--- src/rtl/cpu_pkg.sv ---
// Shared types, encodings and the instruction classifier for the multi-cycle core.
// The classifier is a pure function so the FSM only has to sequence its result.
package cpu_pkg;

    typedef enum logic [2:0] {S_FETCH, S_DECODE, S_EXECUTE, S_MEM, S_WB, S_TRAP} state_t;

    typedef enum logic [3:0] {
        ALU_ADD, ALU_SUB, ALU_AND, ALU_OR, ALU_XOR,
        ALU_SLT, ALU_SLTU, ALU_SLL, ALU_SRL, ALU_SRA
    } alu_op_t;

    typedef enum logic [1:0] {WB_ALU, WB_MEM, WB_PC4, WB_IMM} wb_sel_t;

    typedef enum logic [1:0] {
        TRAP_NONE, TRAP_ILLEGAL, TRAP_IMEM_TIMEOUT, TRAP_DMEM_TIMEOUT
    } trap_cause_t;

    localparam logic [6:0] OPC_LUI    = 7'b0110111;
    localparam logic [6:0] OPC_AUIPC  = 7'b0010111;
    localparam logic [6:0] OPC_JAL    = 7'b1101111;
    localparam logic [6:0] OPC_JALR   = 7'b1100111;
    localparam logic [6:0] OPC_BRANCH = 7'b1100011;
    localparam logic [6:0] OPC_LOAD   = 7'b0000011;
    localparam logic [6:0] OPC_STORE  = 7'b0100011;
    localparam logic [6:0] OPC_OP_IMM = 7'b0010011;
    localparam logic [6:0] OPC_OP     = 7'b0110011;

    localparam logic [2:0] F3_ADD  = 3'b000;
    localparam logic [2:0] F3_SLL  = 3'b001;
    localparam logic [2:0] F3_SLT  = 3'b010;
    localparam logic [2:0] F3_SLTU = 3'b011;
    localparam logic [2:0] F3_XOR  = 3'b100;
    localparam logic [2:0] F3_SR   = 3'b101;
    localparam logic [2:0] F3_OR   = 3'b110;
    localparam logic [2:0] F3_AND  = 3'b111;

    localparam logic [31:0] NOP = 32'h0000_0013;

    typedef struct packed {
        logic    legal;
        alu_op_t alu_op;
        logic    alu_src;
        wb_sel_t wb_sel;
        logic    writes;
        logic    is_branch;
        logic    is_mem;
        logic    is_store;
    } dec_t;

    function automatic alu_op_t alu_from_f3(input logic [2:0] f3, input logic alt);
        case (f3)
            F3_ADD:  return alt ? ALU_SUB : ALU_ADD;
            F3_SLL:  return ALU_SLL;
            F3_SLT:  return ALU_SLT;
            F3_SLTU: return ALU_SLTU;
            F3_XOR:  return ALU_XOR;
            F3_SR:   return alt ? ALU_SRA : ALU_SRL;
            F3_OR:   return ALU_OR;
            default: return ALU_AND;
        endcase
    endfunction

    function automatic dec_t decode(input logic [31:0] ir, input logic rv64);
        dec_t       d;
        logic [2:0] f3;
        logic [6:0] f7;
        f3        = ir[14:12];
        f7        = ir[31:25];
        d         = '0;
        d.legal   = 1'b1;
        d.writes  = 1'b1;
        d.alu_op  = ALU_ADD;
        d.wb_sel  = WB_ALU;
        case (ir[6:0])
            OPC_LUI:   begin d.wb_sel = WB_IMM; d.alu_src = 1'b1; end
            OPC_AUIPC: d.alu_src = 1'b1;
            OPC_JAL:   d.wb_sel = WB_PC4;
            OPC_JALR:  begin d.wb_sel = WB_PC4; d.alu_src = 1'b1; d.legal = (f3 == 3'b000); end
            OPC_BRANCH: begin
                d.alu_op = ALU_SUB; d.is_branch = 1'b1; d.writes = 1'b0;
                d.legal  = (f3[2:1] != 2'b01);
            end
            OPC_LOAD: begin
                d.alu_src = 1'b1; d.wb_sel = WB_MEM; d.is_mem = 1'b1;
                d.legal   = (f3 != 3'b011) && (f3[2:1] != 2'b11);
            end
            OPC_STORE: begin
                d.alu_src = 1'b1; d.is_mem = 1'b1; d.is_store = 1'b1; d.writes = 1'b0;
                d.legal   = !f3[2] && (f3[1:0] != 2'b11);
            end
            OPC_OP_IMM: begin
                d.alu_src = 1'b1;
                d.alu_op  = alu_from_f3(f3, ir[30] && (f3 == F3_SR));
                // shamt bit 5 only exists on RV64
                if (f3 == F3_SLL)
                    d.legal = (ir[31:26] == 6'd0) && (rv64 || !ir[25]);
                else if (f3 == F3_SR)
                    d.legal = !ir[31] && (ir[29:26] == 4'd0) && (rv64 || !ir[25]);
            end
            OPC_OP: begin
                d.alu_op = alu_from_f3(f3, ir[30]);
                d.legal  = (f7 == 7'd0) ||
                           ((f7 == 7'b0100000) && ((f3 == F3_ADD) || (f3 == F3_SR)));
            end
            default: begin d.legal = 1'b0; d.writes = 1'b0; end
        endcase
        return d;
    endfunction

endpackage

--- src/rtl/imm_gen.sv ---
// Immediate extraction for every RV32I format, sign-extended to XLEN.
// Shift-immediates yield the zero-extended shamt instead of the I-type field.
module imm_gen
    import cpu_pkg::*;
#(
    parameter int XLEN = 32
) (
    input  logic [31:0]     ir,
    output logic [XLEN-1:0] imm
);

    logic [31:0] imm32;
    logic [5:0]  shamt;
    logic        is_shift;

    always_comb begin
        imm32 = '0;
        case (ir[6:0])
            OPC_LUI, OPC_AUIPC: imm32 = {ir[31:12], 12'b0};
            OPC_JAL:    imm32 = {{11{ir[31]}}, ir[31], ir[19:12], ir[20], ir[30:21], 1'b0};
            OPC_BRANCH: imm32 = {{19{ir[31]}}, ir[31], ir[7], ir[30:25], ir[11:8], 1'b0};
            OPC_STORE:  imm32 = {{20{ir[31]}}, ir[31:25], ir[11:7]};
            default:    imm32 = {{20{ir[31]}}, ir[31:20]};
        endcase
    end

    assign is_shift = (ir[6:0] == OPC_OP_IMM) && ((ir[14:12] == F3_SLL) || (ir[14:12] == F3_SR));
    assign shamt    = (XLEN == 64) ? ir[25:20] : {1'b0, ir[24:20]};
    assign imm      = is_shift ? XLEN'(shamt) : XLEN'($signed(imm32));

endmodule

--- src/rtl/multicycle_control.sv ---
// Multi-cycle sequencer: fetch/decode/execute/mem/writeback with req/ack memory
// handshakes, bounded ack waits and a sticky trap on illegal ops or timeouts.
module multicycle_control
    import cpu_pkg::*;
#(
    parameter int XLEN           = 32,
    parameter int TIMEOUT_CYCLES = 255
) (
    input  logic              clk,
    input  logic              rst,
    output logic              imem_req_o,
    input  logic              imem_ack_i,
    input  logic [31:0]       instr_i,
    output logic              dmem_req_o,
    output logic              dmem_we_o,
    output logic [1:0]        dmem_size_o,
    output logic              dmem_unsigned_o,
    input  logic              dmem_ack_i,
    output logic [4:0]        rs1_o,
    output logic [4:0]        rs2_o,
    output logic [4:0]        rd_o,
    output logic [XLEN-1:0]   imm_o,
    output alu_op_t           alu_op_o,
    output logic              alu_src_o,
    output logic              branch_o,
    output logic [2:0]        funct3_o,
    output wb_sel_t           wb_sel_o,
    output logic              reg_write_o,
    output logic              pc_en_o,
    output logic              trap_o,
    output trap_cause_t       trap_cause_o
);

    localparam int CNT_W = (TIMEOUT_CYCLES > 0) ? $clog2(TIMEOUT_CYCLES + 1) : 1;
    localparam logic [CNT_W-1:0] LAST_WAIT =
        CNT_W'((TIMEOUT_CYCLES > 0) ? TIMEOUT_CYCLES - 1 : 0);

    state_t            state;
    logic [31:0]       ir;
    logic [CNT_W-1:0]  wait_cnt;
    logic              wb_en_q, mem_q, store_q, pc_strobe;
    logic              timed_out, store_done;
    logic [XLEN-1:0]   imm_w;
    dec_t              dec;

    imm_gen #(.XLEN(XLEN)) u_imm_gen (.ir(ir), .imm(imm_w));

    assign dec       = decode(ir, XLEN == 64);
    assign timed_out = (TIMEOUT_CYCLES > 0) && (wait_cnt == LAST_WAIT);

    // A store retires in the ack cycle itself, so its PC strobe bypasses the register
    // to let the very next fetch see the updated PC.
    assign store_done = !rst && (state == S_MEM) && dmem_req_o && dmem_ack_i && dmem_we_o;
    assign pc_en_o    = pc_strobe | store_done;

    always_ff @(posedge clk) begin
        if (rst) begin
            state           <= S_FETCH;
            ir              <= NOP;
            wait_cnt        <= '0;
            imem_req_o      <= 1'b0;
            dmem_req_o      <= 1'b0;
            dmem_we_o       <= 1'b0;
            dmem_size_o     <= 2'd0;
            dmem_unsigned_o <= 1'b0;
            rs1_o           <= '0;
            rs2_o           <= '0;
            rd_o            <= '0;
            imm_o           <= '0;
            alu_op_o        <= ALU_ADD;
            alu_src_o       <= 1'b0;
            branch_o        <= 1'b0;
            funct3_o        <= '0;
            wb_sel_o        <= WB_ALU;
            reg_write_o     <= 1'b0;
            pc_strobe       <= 1'b0;
            trap_o          <= 1'b0;
            trap_cause_o    <= TRAP_NONE;
            wb_en_q         <= 1'b0;
            mem_q           <= 1'b0;
            store_q         <= 1'b0;
        end else begin
            wait_cnt    <= '0;
            reg_write_o <= 1'b0;
            pc_strobe   <= 1'b0;
            branch_o    <= 1'b0;
            case (state)
                S_FETCH: begin
                    // request is raised one cycle after reset; an ack without it is ignored
                    if (!imem_req_o) begin
                        imem_req_o <= 1'b1;
                    end else if (imem_ack_i) begin
                        ir         <= instr_i;
                        imem_req_o <= 1'b0;
                        state      <= S_DECODE;
                    end else if (timed_out) begin
                        imem_req_o   <= 1'b0;
                        trap_o       <= 1'b1;
                        trap_cause_o <= TRAP_IMEM_TIMEOUT;
                        state        <= S_TRAP;
                    end else begin
                        wait_cnt <= wait_cnt + CNT_W'(1);
                    end
                end
                S_DECODE: begin
                    rs1_o     <= ir[19:15];
                    rs2_o     <= ir[24:20];
                    rd_o      <= ir[11:7];
                    funct3_o  <= ir[14:12];
                    imm_o     <= imm_w;
                    alu_op_o  <= dec.alu_op;
                    alu_src_o <= dec.alu_src;
                    wb_sel_o  <= dec.wb_sel;
                    wb_en_q   <= dec.writes && (ir[11:7] != 5'd0);
                    mem_q     <= dec.is_mem;
                    store_q   <= dec.is_store;
                    if (!dec.legal) begin
                        trap_o       <= 1'b1;
                        trap_cause_o <= TRAP_ILLEGAL;
                        state        <= S_TRAP;
                    end else begin
                        branch_o <= dec.is_branch;
                        state    <= S_EXECUTE;
                    end
                end
                S_EXECUTE: begin
                    if (mem_q) begin
                        dmem_req_o      <= 1'b1;
                        dmem_we_o       <= store_q;
                        dmem_size_o     <= funct3_o[1:0];
                        dmem_unsigned_o <= funct3_o[2];
                        state           <= S_MEM;
                    end else begin
                        reg_write_o <= wb_en_q;
                        pc_strobe   <= 1'b1;
                        state       <= S_WB;
                    end
                end
                S_MEM: begin
                    if (dmem_ack_i) begin
                        dmem_req_o <= 1'b0;
                        if (dmem_we_o) begin
                            imem_req_o <= 1'b1;
                            state      <= S_FETCH;
                        end else begin
                            reg_write_o <= wb_en_q;
                            pc_strobe   <= 1'b1;
                            state       <= S_WB;
                        end
                    end else if (timed_out) begin
                        dmem_req_o   <= 1'b0;
                        trap_o       <= 1'b1;
                        trap_cause_o <= TRAP_DMEM_TIMEOUT;
                        state        <= S_TRAP;
                    end else begin
                        wait_cnt <= wait_cnt + CNT_W'(1);
                    end
                end
                S_WB: begin
                    imem_req_o <= 1'b1;
                    state      <= S_FETCH;
                end
                default: state <= S_TRAP;
            endcase
        end
    end

endmodule

--- config.mk ---
export PLATFORM = sky130hd
export DESIGN_NAME = multicycle_control
export DESIGN_NICKNAME = d
export VERILOG_FILES = /design/src/rtl/cpu_pkg.sv /design/src/rtl/imm_gen.sv /design/src/rtl/multicycle_control.sv
export SDC_FILE = /design/constraint.sdc
export NUM_CORES = 1
export LEC_CHECK = 0
export ABC_CLOCK_PERIOD_IN_PS = 1800
export BUFFER_PORTS_ARGS = -buffer_cell sky130_fd_sc_hd__buf_2
export CORE_AREA = 3 3 105 107
export CTS_CLUSTER_SIZE = 12
export DETAILED_ROUTE_END_ITERATION = 10
export DIE_AREA = 0 0 108 110
export PLACE_DENSITY = 0.74
export SLEW_MARGIN = 10
export SYNTH_ARGS = -nofsm -noshare
export SYNTH_HDL_FRONTEND = slang
export SYNTH_SLANG_ARGS = --single-unit
--- constraint.sdc ---
create_clock -name clk -period 1.8 [get_ports clk]
set_input_delay 0.45 -clock clk [delete_from_list [all_inputs] [get_ports clk]]
set_output_delay 0.45 -clock clk [all_outputs]
set_load 0.01 [all_outputs]
==> results of run 1 <==
routing by layer:
layer	GRT usage [%]	part of all wire, %	up-vias
met5	0	0	-
met4	8.75	1.3	0
met3	5.94	7.1	19
met2	41.1	50	166
met1	30.0	42	2312
li1	-	-	2342
kinds of logic (layout without fill, tap and decap cells):
logic type               Yosys count  after routing  synth area share [%]
XOR/XNOR                           6              6                  1.07
AND/OR/NAND/NOR                  254            254                  24.3
buffers and inverters             55            196                  5.05
multiplexers                       6              6                  1.25
flip-flops                       115            115                  47.0
adder cells (fa/ha/maj)            2              2                 0.510
AO/OA/AOI/OAI                    152            152                  20.9
registers in the layout, indices dropped and copies added, names as in the netlist, 3 cells and up:
signal / flops
imm_o: 32
rd_o: 5
funct3_o: 3
wait_cnt: 8
alu_op_o: 4
rs2_o: 5
state: 3
rs1_o: 5
ir: 32
power by group:
group          internal [mW]  total, mW  switching (mW)
clock network           2.27       3.41            1.15
logic                  0.705       1.73            1.03
registers               2.74       2.92           0.179
total                   5.71       8.07            2.35
placed cells by master (no fill, tap or decap), types with 4 or more instances in the layout:
| master | instances |
|---|---|
| nand2_1 | 127 |
| bufinv_16 | 4 |
| buf_2 | 104 |
| o21ai_1 | 9 |
| o21ai_0 | 10 |
| nand4_1 | 4 |
| clkbuf_16 | 16 |
| a31oi_1 | 4 |
| a22oi_1 | 14 |
| nor2_1 | 44 |
| dfxtp_2 | 4 |
| a21oi_1 | 67 |
| nand3_1 | 28 |
| a211oi_1 | 6 |
| nor3_1 | 9 |
| a32o_1 | 11 |
| dfxtp_1 | 111 |
| xor2_1 | 5 |
| mux2i_1 | 5 |
| nand2b_1 | 4 |
| buf_4 | 50 |
| inv_1 | 7 |
worst paths after layout:
path | start | to | slack, ns
worst max-delay path | dmem_we_o$_SDFFE_PP0P_ | pc_en_o | -0.14
worst min-delay path | instr_i[1] | ir[1]$_SDFFE_PP1P_ | 0.15
worst max register to register | state[0]$_SDFFE_PP0P_ | mem_q$_SDFFE_PP0N_ | -0.01
worst min register to register | alu_src_o$_SDFFE_PP0N_ | alu_src_o$_SDFFE_PP0N_ | 0.45
metrics by stage:
step / instances / hold slack, ns / util [%] / setup TNS, ns / power [mW]
floorplan: 590 / 0.430 / - / 0 / 3.95
global route: 867 / 0.145 / 63.5 / -1.22 / 8.41
CTS: 864 / 0.136 / 62.8 / -0.177 / 8.04
global placement: 831 / 0.440 / 56.4 / -0.110 / 4.57
detailed placement: 831 / 0.443 / 56.4 / -0.554 / 4.60
finish: 867 / 0.154 / 63.5 / -0.148 / 8.07
timing repair:
| item | 4_1_cts | 5_1_grt |
|---|---|---|
| gates resized for setup | 12 | 9 |
| buffers inserted | 2 | 3 |
| gates cloned | 0 | 0 |
| pin swaps | 1 | 3 |
| hold buffers | 0 | 0 |
| setup endpoints to repair | 15 | 40 |
worst max-delay path, delay by kind of cell (launching register included):
kind / cells / cell delay, ns
AOI/OAI and AO/OA: 1 / 0.27
buffers and inverters: 1 / 0.18
DFF: 1 / 0.43
and+or+nand+nor: 1 / 0.10
final cells by class:
cell class,instances,area share [%]
multi-input cells,420,37.5
repair buffers,158,14.8
clock inverters,10,2.43
well taps,136,2.62
inverters,7,0.405
clock buffers,21,6.76
flip-flops and latches,115,35.5
==> summary.md, run 1 <==
| Metric | Value |
|---|---|
| Outcome | `finished with violations` |
| Violated checks | `setup timing` |
| Post-synthesis sequential area ratio | `roughly 47%` |
| Total iterations of the first detailed-routing run | `5` |
| Setup WS pre-CTS | `-0.0902 ns` |
| DIE AREA | `11,900 µm²` |
| Grt total ovfl | `0` |
| Most used DFF post-synth | `dfxtp_1` |
| Most frequent cell after synthesis | `nand2_1` |
| Footprint of the multi-input gates | `between 2000 and 2500 µm²` |
| Initial drt markers | `360` |
| Setup violators final | `2` |
| Mapped Nets | `628` |
| Fin worst setup slack | `-0.143 ns` |
| Crit end category | `primary output` |
| Maximum vdd drop | `0.000541 V` |
| Synth cell types | `69` |
| EDFF count, synth | `0` |
| Leakage | `roughly 2.7 nW` |
| Depth of the most critical reg-to-reg path | `4` |
| First-pass GRT wire length | `22,500 µm` |
| Vias in the first global route | `around 4.6k` |
| GPL Wtd Cong | `0.906` |
| CTS sink cnt | `115` |
| # rows | `37` |
| Post-Synthesis Cells | `590` |
| MaxCap Viol Count | `0` |
| Synth top area cells | `dfxtp_1, nand2_1, a21oi_1` |
| Die Width | `108 µm` |
| Slew HR | `approximately 66%` |
| # port buffers | `about 100` |
| Routed WL | `14,300 µm` |
| Worst path cell trace | `nand2_1 -> o41ai_2 -> buf_2` |
| Layout cells sized above 1 | `30.1%` |
| Largest stage delay, worst path | `0.43 ns` |
| Data required time of the worst path | `1.35 ns` |
| Final period util | `108%` |
| Synth Cell Area | `4900 µm²` |
| Synth top cells by count | `nand2_1, dfxtp_1, a21oi_1` |
| Crit path max fanout | `5` |
| Startpoint Class | `register` |
| Unrepaired setup endpoints after global routing | `true` |
| Clock transition at path regs | `0.05 ns` |
| Worst skew pair latency | `approximately 0.52 ns` |
| Worst hold path type | `input pin to register` |
| Effective utilization at floorplan | `47.9%` |
| Number of remaining DRC errors | `0` |
| WHS Path Cells | `3` |
| Number of I/O pins | `105` |
| Ant diodes | `0` |
| Area share of the largest cell type after synthesis | `47.0%` |
| Final HPWL DP | `~9800 µm` |
| Worst path slowest cell | `dfxtp_1` |
| Yosys top cell by area | `dfxtp_1` |
| Fmax | `around 0.5 GHz` |
| Post-route cell area | `6490 µm²` |
| Least-Margin Pin Slew | `0.508 ns` |
| Dpl cell area | `roughly 5800 µm²` |
| Power per standard cell area | `1240 nW/µm²` |
| Antenna violations before repair | `0` |
| CTS root buffer | `clkbuf_8` |
| Mapped Avg Cell Area | `8.31 µm²` |
| Post-DRT Antenna Nets | `0` |
| H-tree Lvls | `4` |
| Nets | `757` |
| Via count | `4,839` |
| Fillers | `870` |
| Via density | `5.58` |
| Largest net degree at the start of global routing | `53` |
| Synth Register Bits | `115` |
| Die height | `approximately 110 µm` |
| YS warnings | `0` |
| Clock skew | `about 0.0065 ns` |
| Total GRT Usage | `24.2%` |
| Tmin final | `1.94 ns` |
| Routed length per placed instance | `16.5 µm` |
| CTS tree | `built` |
| Core area | `10,200 µm²` |
| Reg area | `2310 µm²` |
| Final Hold Vio Count | `0` |
| Asr flop ratio synth | `0%` |
| Layout area overhead | `32.4%` |
| WS Path Type | `register to primary output` |
| CP arrival | `1.49 ns` |
| Clock Path Buffers | `2` |
| Final slew viol count | `0` |
| CTS buffer count | `17` |
No activity file was read; power rests on OpenSTA's default activity.
==> run 2, diff against run 1 <==
--- a/config.mk
+++ b/config.mk
@@ -12,6 +12,7 @@
 export DETAILED_ROUTE_END_ITERATION = 10
 export DIE_AREA = 0 0 108 110
 export PLACE_DENSITY = 0.74
+export RECOVER_POWER = 100
 export SLEW_MARGIN = 10
 export SYNTH_ARGS = -nofsm -noshare
 export SYNTH_HDL_FRONTEND = slang
==> run 2 against run 1 <==
Compared with the run above:
- the flow still finishes with violations (setup timing)
- combinational power decreased by 3%
- cell count did not move
- sequential power about the same
- sequential share of layout area increased by 0.66 points
- register-to-register slack about the same
- first-iteration DRC count shrank 10%
- total power is 0.85% lower
- global-route usage did not move
- worst setup slack got worse by 0.0017 ns
- clock skew barely moved
- non-clock buffer count unchanged
- utilization down 1.2 points
- critical endpoint unchanged
- highest routed layer unchanged
==> summary.md, run 2 (synthesis results as in run 1) <==
| Metric | Value |
|---|---|
| Outcome | `finished with violations` |
| Violated checks | `setup timing` |
| Core area | `a little over 10,000 µm²` |
| Ant diodes | `0` |
| Clock transition at path regs | `0.05 ns` |
| Crit end category | `primary output` |
| Number of remaining DRC errors | `0` |
| Maximum vdd drop | `0.000536 V` |
| Post-CTS Hold Fix Bufs | `0` |
| Via density | `5.55` |
| Final HPWL DP | `9820 µm` |
| Hold slack | `approximately 0.15 ns` |
| Slew HR | `58.1%` |
| CTS sink cnt | `~120` |
| Final period util | `108%` |
| Final slew viol count | `0` |
| Power per standard cell area | `1250 nW/µm²` |
| Clock skew | `0.00683 ns` |
| Total GRT Usage | `24.2%` |
| Worst skew pair latency | `0.52 ns` |
| Clock Path Buffers | `2` |
| Reg area | `between 2000 and 2500 µm²` |
| Layout Utilization | `between 60 and 70%` |
| Tmin final | `1.94 ns` |
| Crit path max fanout | `5` |
| Largest stage delay, worst path | `0.43 ns` |
| # port buffers | `104` |
| CTS buffer count | `17` |
| Inst Count DP | `just over 800` |
| Most common cell after layout, fill and taps aside | `nand2_1` |
| Die Width | `between 100 and 150 µm` |
| Nets | `757` |
| Leakage | `2.36 nW` |
| Fin worst setup slack | `-0.144 ns` |
| Final Hold Vio Count | `0` |
| MaxCap Viol Count | `0` |
| Antenna violations before repair | `0` |
| GPL Wtd Cong | `between 0.9 and 1` |
| Top Registers | `imm_o x32, ir x32, wait_cnt x8` |
| Number of I/O pins | `105` |
| Worst hold path type | `input pin to register` |
| Commonest non-fill, non-tap cells in the layout | `nand2_1, dfxtp_1, clkbuf_1` |
| Startpoint Class | `register` |
| Layout cells sized above 1 | `20.1%` |
| CP arrival | `1.49 ns` |
| Total iterations of the first detailed-routing run | `5` |
| Fillers | `911` |
| H-tree Lvls | `4` |
| Routed WL | `14,300 µm` |
| Post-DRT Antenna Nets | `0` |
| Final Non-Filler Cells | `867` |
| Largest net degree at the start of global routing | `53` |
| CTS tree | `built` |
| Least-Margin Pin Slew | `0.629 ns` |
| Initial drt markers | `324` |
| Grt total ovfl | `0` |
| Die height | `110 µm` |
| Worst path cell trace | `nand2_1 -> o41ai_2 -> buf_2` |
| Worst path slowest cell | `dfxtp_1` |
| DIE AREA | `~12,000 µm²` |
| Routed length per placed instance | `roughly 16 µm` |
| Via count | `4,808` |
| Data required time of the worst path | `1.35 ns` |
| Overall power | `8.00 mW` |
| # rows | `37` |
| Fmax | `0.514 GHz` |
| First-pass GRT wire length | `roughly 22,000 µm` |
| Unrepaired setup endpoints after global routing | `true` |
| Setup violators final | `2` |
| Layout area overhead | `30.0%` |
| CTS root buffer | `clkbuf_8` |
| WS Path Type | `register to primary output` |
| Vias in the first global route | `4,620` |
| Footprint of the multi-input gates | `around 2400 µm²` |
| Effective utilization at floorplan | `47.9%` |
## run 2: changes by cell type in the layout (fill, tap and decap cells not counted), sizes merged
cell and change:
clkbuf +77, buf -77
## run 2: layout make-up
| class | instances | area share (%) |
|---|---|---|
| clock inverter | 10 | 2.47 |
| multi-input combinational | 420 | 37.9 |
| clock buffer | 21 | 6.89 |
| sequential | 115 | 36.2 |
| inverter | 7 | 0.412 |
| timing repair buffer | 158 | 13.4 |
| tap | 136 | 2.67 |
## run 2: per-stage QoR
stage                     worst slack [ns]  cell area [µm²]  TNS [ns]
after global routing                -0.200             6370     -3.19
after global placement              -0.110             5770    -0.110
after detailed placement           -0.0902             5770    -0.554
after CTS                           -0.153             6430    -0.177
after floorplan                     0.0165             4900         0
final                               -0.144             6370    -0.148
## run 2: repair_timing
| item | CTS | global route |
|---|---|---|
| resized for setup | 12 | 9 |
| buffers inserted | 2 | 3 |
| gates cloned | 0 | 0 |
| setup endpoints to repair | 15 | 40 |
| pin swaps | 1 | 3 |
## run 2: report_power, final
| part | total (mW) | switching (mW) | internal, mW |
|---|---|---|---|
| logic | 1.67 | 1.02 | 0.645 |
| clock network | 3.41 | 1.14 | 2.27 |
| registers | 2.92 | 0.177 | 2.74 |
| total | 8.00 | 2.34 | 5.66 |
## run 2: worst max-delay path: cells and delay by family, from the launching register on
kind / cells / cell delay [ns]
compound gates: 1 / 0.27
buf+inv: 1 / 0.18
flops: 1 / 0.43
simple gates: 1 / 0.10
## run 2: worst paths after layout
check	from	end	slack, ns	cells after the start
worst max-delay path	dmem_we_o$_SDFFE_PP0P_	pc_en_o	-0.14	3
worst min-delay path	instr_i[1]	ir[1]$_SDFFE_PP1P_	0.15	3
worst max register to register	state[0]$_SDFFE_PP0P_	mem_q$_SDFFE_PP0N_	0	4
worst min register to register	rd_o[1]$_SDFFE_PP0N_	rd_o[1]$_SDFFE_PP0N_	0.45	2
## run 2: metal layers
layer | vias up | part of all wire, % | track usage (%)
met3 | 21 | 6.5 | 5.94
met5 | - | 0 | 0
li1 | 2343 | - | -
met1 | 2289 | 42 | 30.0
met4 | 0 | 1.4 | 8.75
met2 | 155 | 50 | 41.1
